File: src/rtl/uart_rx_param.sv
// Parametrised UART receiver: 3-sample majority vote per bit, one-deep valid/ready holding register,
// per-word parity/framing tags. Break detection is compiled in with `define UART_RX_BREAK_DET_EN.
module uart_rx_param #(
  parameter int DATA_WIDTH = 9,
  parameter int OVERSAMPLE = 16
) (
  input  logic                  clk,
  input  logic                  reset,
  input  logic                  baud_tick,
  input  logic                  rx,
  input  logic [3:0]            cfg_data_bits,
  input  logic                  cfg_parity_en,
  input  logic                  cfg_parity_odd,
  input  logic                  cfg_two_stop,
  input  logic                  rx_ready,
  input  logic                  clear_status,
  output logic [DATA_WIDTH-1:0] rx_data,
  output logic                  rx_valid,
  output logic                  rx_parity_err,
  output logic                  rx_framing_err,
  output logic                  overflow,
  output logic                  rx_busy,
  output logic                  break_det
);
  localparam int CW = $clog2(OVERSAMPLE);
  localparam logic [CW-1:0] T_S0  = CW'(OVERSAMPLE / 2 - 1);
  localparam logic [CW-1:0] T_S1  = CW'(OVERSAMPLE / 2);
  localparam logic [CW-1:0] T_V   = CW'(OVERSAMPLE / 2 + 1);
  localparam logic [CW-1:0] T_END = CW'(OVERSAMPLE - 1);
`ifdef UART_RX_BREAK_DET_EN
  localparam logic BREAK_EN = 1'b1;
`else
  localparam logic BREAK_EN = 1'b0;
`endif

  typedef enum logic [2:0] {
    IDLE   = 3'd0,
    START  = 3'd1,
    DATA   = 3'd2,
    PARITY = 3'd3,
    STOP   = 3'd4
  } state_t;

  state_t                state, state_nxt;
  logic                  rx_meta, rx_sync;
  logic [CW-1:0]         tick_cnt;
  logic [1:0]            samp;
  logic [3:0]            bit_idx, n_bits, bits_clamped;
  logic                  par_en, par_odd, two_stop, stop_idx;
  logic [DATA_WIDTH-1:0] shreg;
  logic                  par_err, frm_err, all_zero, brk_wait;
  logic                  vote, at_vote, at_end, frame_done, frame_break;

  always_comb begin
    if (cfg_data_bits < 4'd5) begin
      bits_clamped = 4'd5;
    end else if (cfg_data_bits > 4'(DATA_WIDTH)) begin
      bits_clamped = 4'(DATA_WIDTH);
    end else begin
      bits_clamped = cfg_data_bits;
    end
  end

  always_ff @(posedge clk or posedge reset) begin
    if (reset) begin
      rx_meta <= 1'b1;
      rx_sync <= 1'b1;
    end else begin
      rx_meta <= rx;
      rx_sync <= rx_meta;
    end
  end

  always_ff @(posedge clk or posedge reset) begin
    if (reset) state <= IDLE;
    else       state <= state_nxt;
  end

  // The last stop bit completes the frame at its vote, not at its end, so an early next start is seen.
  always_comb begin
    state_nxt   = state;
    frame_done  = 1'b0;
    frame_break = 1'b0;
    at_vote     = baud_tick && (tick_cnt == T_V);
    at_end      = baud_tick && (tick_cnt == T_END);
    vote        = (samp[0] & samp[1]) | (samp[0] & rx_sync) | (samp[1] & rx_sync);
    case (state)
      IDLE: begin
        if (baud_tick && !rx_sync) state_nxt = START;
        else                       state_nxt = IDLE;
      end
      START: begin
        if (at_vote && vote) state_nxt = IDLE;
        else if (at_end)     state_nxt = DATA;
        else                 state_nxt = START;
      end
      DATA: begin
        if (at_end && (bit_idx == n_bits)) state_nxt = par_en ? PARITY : STOP;
        else                               state_nxt = DATA;
      end
      PARITY: begin
        if (at_end) state_nxt = STOP;
        else        state_nxt = PARITY;
      end
      STOP: begin
        if (brk_wait) begin
          if (baud_tick && rx_sync && (tick_cnt == T_END)) state_nxt = IDLE;
          else                                             state_nxt = STOP;
        end else if (at_vote && (stop_idx == two_stop)) begin
          frame_done  = 1'b1;
          frame_break = BREAK_EN && all_zero && !vote;
          if (frame_break) state_nxt = STOP;
          else             state_nxt = IDLE;
        end else begin
          state_nxt = STOP;
        end
      end
      default: state_nxt = IDLE;
    endcase
  end

  // Frame datapath; configuration is captured on the start edge and held for the whole frame.
  always_ff @(posedge clk or posedge reset) begin
    if (reset) begin
      tick_cnt <= '0;
      samp     <= 2'b11;
      bit_idx  <= 4'd0;
      n_bits   <= 4'd5;
      par_en   <= 1'b0;
      par_odd  <= 1'b0;
      two_stop <= 1'b0;
      stop_idx <= 1'b0;
      shreg    <= '0;
      par_err  <= 1'b0;
      frm_err  <= 1'b0;
      all_zero <= 1'b0;
      brk_wait <= 1'b0;
    end else if (baud_tick) begin
      if (state == IDLE) begin
        if (!rx_sync) begin
          tick_cnt <= '0;
          bit_idx  <= 4'd0;
          n_bits   <= bits_clamped;
          par_en   <= cfg_parity_en;
          par_odd  <= cfg_parity_odd;
          two_stop <= cfg_two_stop;
          stop_idx <= 1'b0;
          shreg    <= '0;
          par_err  <= 1'b0;
          frm_err  <= 1'b0;
          all_zero <= 1'b1;
          brk_wait <= 1'b0;
        end
      end else if (brk_wait) begin
        // After a break, tick_cnt counts consecutive high ticks until a full idle bit is seen.
        if (rx_sync) tick_cnt <= tick_cnt + CW'(1);
        else         tick_cnt <= '0;
      end else begin
        tick_cnt <= tick_cnt + CW'(1);
        if (tick_cnt == T_S0) samp[0] <= rx_sync;
        if (tick_cnt == T_S1) samp[1] <= rx_sync;
        if (tick_cnt == T_V) begin
          if (vote) all_zero <= 1'b0;
          case (state)
            DATA: begin
              shreg   <= shreg | (DATA_WIDTH'(vote) << bit_idx);
              bit_idx <= bit_idx + 4'd1;
            end
            PARITY: par_err <= ((^shreg) ^ vote) != par_odd;
            STOP: begin
              if (!vote) frm_err <= 1'b1;
              if (frame_break) begin
                brk_wait <= 1'b1;
                tick_cnt <= '0;
              end
            end
            default: ;
          endcase
        end
        if ((tick_cnt == T_END) && (state == STOP)) stop_idx <= 1'b1;
      end
    end
  end

  always_ff @(posedge clk or posedge reset) begin
    if (reset) begin
      rx_data        <= '0;
      rx_valid       <= 1'b0;
      rx_parity_err  <= 1'b0;
      rx_framing_err <= 1'b0;
      overflow       <= 1'b0;
    end else begin
      if (frame_done && !frame_break && (!rx_valid || rx_ready)) begin
        rx_data        <= shreg;
        rx_valid       <= 1'b1;
        rx_parity_err  <= par_err;
        rx_framing_err <= frm_err | !vote;
      end else if (rx_valid && rx_ready) begin
        rx_valid <= 1'b0;
      end
      if (frame_done && !frame_break && rx_valid && !rx_ready) overflow <= 1'b1;
      else if (clear_status)                                   overflow <= 1'b0;
    end
  end

`ifdef UART_RX_BREAK_DET_EN
  always_ff @(posedge clk or posedge reset) begin
    if (reset)                          break_det <= 1'b0;
    else if (frame_done && frame_break) break_det <= 1'b1;
    else if (clear_status)              break_det <= 1'b0;
  end
`else
  assign break_det = 1'b0;
`endif

  assign rx_busy = (state != IDLE);

endmodule

File: config.mk
export PLATFORM = sky130hd
export DESIGN_NAME = uart_rx_param
export DESIGN_NICKNAME = d
export VERILOG_FILES = /design/src/rtl/uart_rx_param.sv
export SDC_FILE = /design/constraint.sdc
export NUM_CORES = 1
export LEC_CHECK = 0
export ABC_CLOCK_PERIOD_IN_PS = 2700
export CAP_MARGIN = 15
export CORE_ASPECT_RATIO = 0.75
export CORE_MARGIN = 1
export CORE_UTILIZATION = 31
export CTS_BUF_LIST = sky130_fd_sc_hd__clkbuf_2
export CTS_CLUSTER_DIAMETER = 60
export DETAILED_ROUTE_END_ITERATION = 6
export GPL_TIMING_DRIVEN = 1
export PLACE_DENSITY = 0.48
export SKIP_CTS_REPAIR_TIMING = 1
export SLEW_MARGIN = 10
export SYNTH_ARGS = -nofsm -noshare
export SYNTH_HDL_FRONTEND = slang
export SYNTH_SLANG_ARGS = --single-unit
export TNS_END_PERCENT = 1
File: constraint.sdc
create_clock -name clk -period 2.7 [get_ports clk]
set_input_delay 0.54 -clock clk [delete_from_list [all_inputs] [get_ports clk]]
set_output_delay 0.54 -clock clk [all_outputs]
set_load 0.01 [all_outputs]
# After elaboration in Yosys (flattened, before gate mapping)

Index checks and enable logic that the tools add are counted.

Output and inout bits: 15
Register bits: 48
Bits of input ports: 13
Logic and storage cells: 134

Muxes and demuxes: 47
Equality and inequality tests: 14
Add/sub/neg operators: 2
Bitwise operators: 11
Shift operators: 1
Reductions and logical operators: 36
$lt $le $gt $ge: 2

Operators by type and width:

| kind                  | count |
|---|---|
| $mux W9               | 5 |
| $mux W4               | 10 |
| $mux W1               | 23 |
| $mux W3               | 6 |
| $pmux W3 S5           | 1 |
| $reduce_bool A2 Y1    | 7 |
| $logic_and A1 B1 Y1   | 13 |
| $eq A4 B4 Y1 const B  | 3 |
| $reduce_and A4 Y1     | 3 |
| $reduce_and A5 Y1     | 2 |
| $or A9 B9 Y9          | 1 |
| $reduce_xor A9 Y1     | 1 |
| $shl A1 B4 Y9         | 1 |
| $add A4 B1 Y4 const B | 2 |
| $eq A3 B2 Y1 const B  | 2 |
| $reduce_and A6 Y1     | 1 |
| $eq A4 B3 Y1 const B  | 1 |
| $eq A4 B4 Y1          | 1 |
| $gt A4 B4 Y1 const B  | 1 |
| $logic_not A1 Y1      | 4 |
| $lt A4 B3 Y1 const B  | 1 |
| $mux W2               | 2 |
| $ne A2 B1 Y1 const B  | 2 |
| $and A1 B1 Y1         | 3 |
| other kinds (13)      | 17 |

# Longest topological paths before layout

Gate-level depths: netlist (run 1).

Depth after elaboration: 9
Depth in mapped cells: 8
Mapped depth without buffers: 6

# Worst setup path before layout (run 1)

No wires, ideal clock.

Kind: in2reg
From: input port baud_tick
To: register rx_data[0]
Cell stages on the path: 6
Setup time: 0.128 ns
Arrival: 1.633 ns
Path slack: 0.940 ns
Required time: 2.572 ns
Path buffers: 3
Cells stage by stage: buf_2 > and4b_1 > buf_2 > nand4_2 > buf_2 > mux2_1

Cells in the longest elaborated chain, start to end: 6

RTL lines:

| what                 | RTL line | text |
|---|---|---|
| start, declared      | 9        | `input logic baud_tick,` |
| $logic_and A1 B1 Y1  | 84       | `at_vote = baud_tick && (tick_cnt == T_V);` |
| $logic_and A1 B1 Y1  | 109      | `end else if (at_vote && (stop_idx == two_stop)) begin` |
| $mux W1              | 109      |  |
| $mux W1              | 106      | `if (brk_wait) begin` |
| $mux W1              | 87       | `case (state)` |
| $logic_and A1 B1 Y1  | 193      | `if (frame_done && !frame_break && (!rx_valid \|\| rx_ready)) begin` |
| end signal, assigned | 194      | `rx_data <= shreg;` |
| end, declared        | 17       | `output logic [DATA_WIDTH-1:0] rx_data,` |

Every way passes these cells.
A chain may end at the register's enable or synchronous reset.

# Final worst setup path (run 1)

From: register state[2]
To: output port rx_busy

Cells in the longest elaborated chain, start to end: 1

RTL lines:

| what                   | RTL line | text |
|---|---|---|
| start, declared        | 44       | `state_t state, state_nxt;` |
| start signal, assigned | 76       | `else state <= state_nxt;` |
| $reduce_bool A3 Y1     | 216      | `assign rx_busy = (state != IDLE);` |
| end, declared          | 22       | `output logic rx_busy,` |

Every way passes these cells.

==> results of run 1 <==
==> area by class of cell <==
type	count	area share
multi-input combinational	153	0.382
timing repair buffer	34	0.116
clock inverter	2	0.0135
tap	98	0.0442
inverter	6	0.00813
sequential	47	0.427
clock buffer	5	0.00903
==> worst max-delay path by stage <==
stage          slack (ns)       from            end  depth (start not counted)
5_1_grt              0.03   state[2]        rx_busy                          2
6_report             0.15   state[2]        rx_busy                          2
4_1_cts              0.12   state[2]        rx_busy                          2
2_1_floorplan        0.94  baud_tick     rx_data[0]                          6
3_3_place_gp         0.32  baud_tick  rx_parity_err                          4
3_5_place_dp         0.32  baud_tick  rx_parity_err                          4
==> cells in the final DEF, fill, tap and decap left out, types with 3 or more instances in the layout <==
master	instances
a21oi_1	4
a31oi_1	6
a41oi_1	6
and2_1	3
buf_4	8
clkbuf_2	5
clkdlybuf4s50_1	26
dfrtp_1	41
dfstp_2	6
ha_1	4
inv_1	5
mux2_1	9
mux2_2	3
nand2_1	24
nand3_1	5
nand4_1	4
nor2_1	22
nor2b_1	5
nor3_1	3
o21ai_1	7
xnor2_1	14
==> cells by family after synthesis <==
logic type | after synthesis | share of synthesized area
and+or+nand+nor | 84 | 0.193
DFF | 47 | 0.510
AOI/OAI and AO/OA | 33 | 0.101
buffers and inverters | 17 | 0.0329
xor gates and xnor gates | 16 | 0.0663
muxes | 14 | 0.0690
adders and majority gates | 5 | 0.0259
other | 1 | 0.00162
==> metrics by stage <==
step / util / setup WS, ns / total power, mW
final: 0.394 / 0.155 / 1.44
after global routing: 0.394 / 0.0297 / 1.53
after CTS: 0.394 / 0.122 / 1.47
after detailed placement: 0.386 / 0.323 / 1.08
after global placement: 0.386 / 0.323 / 1.08
after floorplan: - / 0.940 / 0.999
==> report_power, final <==
| group | internal, mW | switching (mW) | total (mW) |
|---|---|---|---|
| clock | 0.151 | 0.226 | 0.378 |
| sequential | 0.767 | 0.0598 | 0.827 |
| combinational | 0.119 | 0.121 | 0.239 |
| total | 1.04 | 0.407 | 1.44 |
==> flip-flops by register name, summed over array words and instances (netlist names) <==
name,cells
rx_data,9
shreg,9
bit_idx,4
n_bits,4
tick_cnt,4
state,3
samp,2
frm_err,1
overflow,1
par_en,1
par_err,1
par_odd,1
rx_framing_err,1
rx_meta,1
rx_parity_err,1
rx_sync,1
rx_valid,1
stop_idx,1
two_stop,1
==> routing by layer <==
metal  GRT usage  share of wire
met1       0.210           0.56
met2       0.186           0.39
met3      0.0328          0.036
met4      0.0429          0.012
met5           0              0
==> worst register-to-register path, stage by stage (launching register included) <==
cell     delay, ns
dfrtp_1       0.55
or3_1         0.53
nor2_1        0.44
buf_4         0.26
nor2_1        0.06
a21oi_1       0.11
==> results.yml, run 1 <==
outcome:
  status: "finished, final reports clean"
critical_path:
  arrival_ns: 2.01
  critical_path_buf_inv_count: 1
  crit_required_ns: 2.16
  critPathMaxStageDelay_ns: 0.55
  reg2reg_to: "n_bits[2]"
  crit_type: "flip-flop to output pin"
  cp_max_fo: 11
  worstPathCellList: "or3_1 -> clkdlybuf4s50_1"
  reg2reg_slack_ns: 0.71
  start_kind: "flip-flop"
  end_kind: "output pin"
  r2r_start: "state[2]"
  r2r_cells: 5
  cp_slowest_cell: "dfrtp_1"
  critical-path-top-delay-family: "flip-flops"
clocking:
  cts_buffers: 5
  cts_sinks: 47
  clk_pin_slew_ns: 0.21
  clkLatencyLatePin_ns: 0.44
  root_buffer: "clkbuf_2"
  cts_tree: "done"
  clk_path_buf_depth: 2
  htree_levels: 2
sta:
  grt_setup_unrepaired: "false"
  finalCritPeriodShare: 0.943
  finalHoldViolations: 0
  max-slew-margin-rel: 0.593
  drv_slew: 0
  setup_viol: 0
  period_minus_slack_ns: 2.55
  tns_ns: 0
  clock.fmax_mhz: 393
  fin_skew_ns: 0.0390
  whs_ns: 0.375
  max_slew.worst_pin.slew_ns: 0.610
hold_path:
  hp-class: "flip-flop to flip-flop"
  min-delay-start: "rx_meta"
  hold_path_depth: 0
  whs_endpoint: "rx_sync"
power:
  power.density_nw_per_um2: 521
  max-vdd-ir-drop_mv: 0.202
  leakage_nw: 1.23
placed_design:
  gp_congestion: 0.720
  dp.final_hpwl_mm: 3.42
  port-buffer-count: 26
  place_inst: 338
  placed_area_um2: 2710
final_layout:
  antennaDiodeCount: 0
  multi_input_area_um2: 1060
  stdcell_count: 345
  seqCellArea_um2: 1180
  area_growth_pct: 19.5
  drive_gt1_frac: 0.134
  filler_cell_count: 715
  design_area_um2: 2770
  nets: 264
logic_synthesis:
  async_reset_ff_frac: 1.00
  yosysTopAreaCell: "dfrtp_1"
  synth_top_area_frac: 0.442
  synth_warnings: 0
  ys_top_cells_by_area: "dfrtp_1 (44%), dfstp_2 (6.8%), xnor2_1 (5.3%)"
  synth_edf_count: 0
  yosysMostFrequentCell: "dfrtp_1"
  syn_area_per_cell_um2: 10.7
  synthTopCellsByCount: "dfrtp_1 (41), nand2_1 (24), nor2_1 (22), xnor2_1 (14), mux2_1 (9)"
  ys_ff_latch: 47
  synth_area_um2: 2320
  synth_cell_types: 49
  syn-num-nets: 234
  ys_seq_area_frac: 0.510
  syn-instance-count: 217
  synth_flop_cell: "dfrtp_1"
routing:
  drtIter0Drc: 76
  firstDrtPassIters: 4
  via_count: 1615
  drt_wl_total_mm: 4.70
  ant_nets: 0
  remaining_drc_errors: 0
  routedWlPerCell_um: 13.6
  viasPerCell: 4.68
flow_run:
  maxCapViolCount: 0
floorplan:
  core.rowCount: 26
  core_region_area_um2: 7030
  start_util: 0.330
  die_y_um: 76.9
  die_area_um2: 7840
  io_pins: 28
  fp.dieW_um: 102
grt:
  grt_overflow: 0
  grt_max_degree: 48
  antenna_found_initial: 0
  grt_pass1_wl_mm: 8.14
  grt_usage: 0.137
  grt_pass1_vias: 1605
Note: power is estimated with default switching activity, not from simulation.
==> run 2, diff against run 1 <==
Settings changed: PLACE_DENSITY 0.48 to 0.55.
==> results.yml, run 2 (synthesized netlist as in run 1, its figures left out) <==
power:
  p_clk_frac: 0.217
  p_sw_mw: 0.415
  power.density_nw_per_um2: 493
  pwr-share-comb: 0.174
  swShare: 0.304
  leakage_nw: 1.23
  p_seq_frac: 0.608
  max-vdd-ir-drop_mv: 0.170
  intPower_mw: 0.948
hold_path:
  hold_path_depth: 0
  whs_endpoint: "rx_sync"
  min-delay-start: "rx_meta"
  hp-class: "flip-flop to flip-flop"
sta:
  clock.fmax_mhz: 390
  period_minus_slack_ns: 2.57
  max_slew.worst_pin.slew_ns: 0.555
  finalCritPeriodShare: 0.951
  fin_skew_ns: 0.0193
  max-slew-margin-rel: 0.629
  finalHoldViolations: 0
  setup_viol: 0
  drv_slew: 0
  tns_ns: 0
  fin_ws_ns: 0.133
  grt_setup_unrepaired: "false"
critical_path:
  arrival_ns: 2.03
  end_kind: "output pin"
  cp_max_fo: 11
  crit_type: "flip-flop to output pin"
  reg2reg_to: "n_bits[2]"
  r2r_cells: 5
  r2r_start: "state[2]"
  reg2reg_slack_ns: 0.66
  start_kind: "flip-flop"
  crit_required_ns: 2.16
floorplan:
  fp.dieW_um: 102
  io_pins: 28
  core_region_area_um2: 7030
  die_y_um: 76.9
  start_util: 0.330
  die_area_um2: 7840
  core.rowCount: 26
routing:
  drt_wl_total_mm: 4.75
  viasPerCell: 4.63
  routedWlPerCell_um: 13.7
  ant_nets: 0
  drtIter0Drc: 60
  firstDrtPassIters: 4
  via_count: 1607
  remaining_drc_errors: 0
grt:
  grt_usage: 0.132
  grt_pass1_vias: 1531
  grt_pass1_wl_mm: 8.02
  grt_max_degree: 23
  grt_overflow: 0
  antenna_found_initial: 0
clocking:
  clk_pin_slew_ns: 0.23
  cts_tree: "done"
  cts_buffers: 5
  root_buffer: "clkbuf_2"
  clkLatencyLatePin_ns: 0.42
  htree_levels: 2
  cts_sinks: 47
  clk_path_buf_depth: 2
final_layout:
  filler_cell_count: 717
  final_common_cell: "dfrtp_1"
  area_growth_pct: 19.0
  drive_gt1_frac: 0.141
  final_cell_mix: "dfrtp_1 (41), clkdlybuf4s50_1 (26), nand2_1 (24), nor2_1 (22), xnor2_1 (14)"
  nets: 265
  stdcell_count: 347
  design_area_um2: 2760
  largestRegisters: "rx_data (9), shreg (9)"
  antennaDiodeCount: 0
  post-route-util: 0.393
placed_design:
  port-buffer-count: 26
  dp_slack_ns: 0.397
  placed_area_um2: 2720
  gp_congestion: 0.752
  dp.final_hpwl_mm: 3.43
  place_inst: 339
flow_run:
  maxCapViolCount: 0
outcome:
  status: "finished, final reports clean"
==> run 2: final cells by class <==
class / instances / area [um2] / area share
tap: 98 / 123 / 0.0444
timing repair buffer: 35 / 328 / 0.119
sequential: 47 / 1180 / 0.429
multi-input combinational: 153 / 1060 / 0.384
inverter: 6 / 22.5 / 0.00816
clock inverter: 3 / 20.0 / 0.00725
clock buffer: 5 / 25.0 / 0.00906
==> run 2: through the flow <==
stage	hold slack [ns]	total power [mW]
2_1_floorplan	0.345	0.999
3_3_place_gp	0.347	1.08
3_5_place_dp	0.347	1.08
4_1_cts	0.374	1.38
5_1_grt	0.384	1.45
6_report	0.373	1.36
==> run 2: how the worst max path moves through the flow <==
stage | end | slack [ns] | from | cells past startpoint
3_3_place_gp | rx_data[2] | 0.41 | baud_tick | 4
5_1_grt | rx_busy | 0.03 | state[2] | 2
2_1_floorplan | rx_data[0] | 0.94 | baud_tick | 6
3_5_place_dp | rx_data[2] | 0.40 | baud_tick | 4
6_report | rx_busy | 0.13 | state[2] | 2
4_1_cts | rx_busy | 0.11 | state[2] | 2
==> run 2: critical path, stage by stage (launching register included) <==
cell and delay (ns):
dfrtp_1 0.56, or3_1 0.54, clkdlybuf4s50_1 0.52
==> run 2: routing by layer <==
layer | routed length, um | global-route usage
met1 | 2760 | 0.210
met2 | 1790 | 0.172
met3 | 163 | 0.0301
met4 | 40 | 0.0386
met5 | 0 | 0
==> run 2: power by group through the flow <==
stage	Sequential, mW	Clock, mW	Combinational (mW)
floorplan	0.821	0	0.178
global placement	0.838	0	0.237
detailed placement	0.841	0	0.240
CTS	0.829	0.312	0.240
global route	0.840	0.341	0.266
finish	0.829	0.296	0.237
==> run 3, diff against run 2 <==
Settings changed: ABC_CLOCK_PERIOD_IN_PS 2700 to not set.
==> results of run 3 <==
The final DEF is identical to that of run 2; final timing and power are the same.
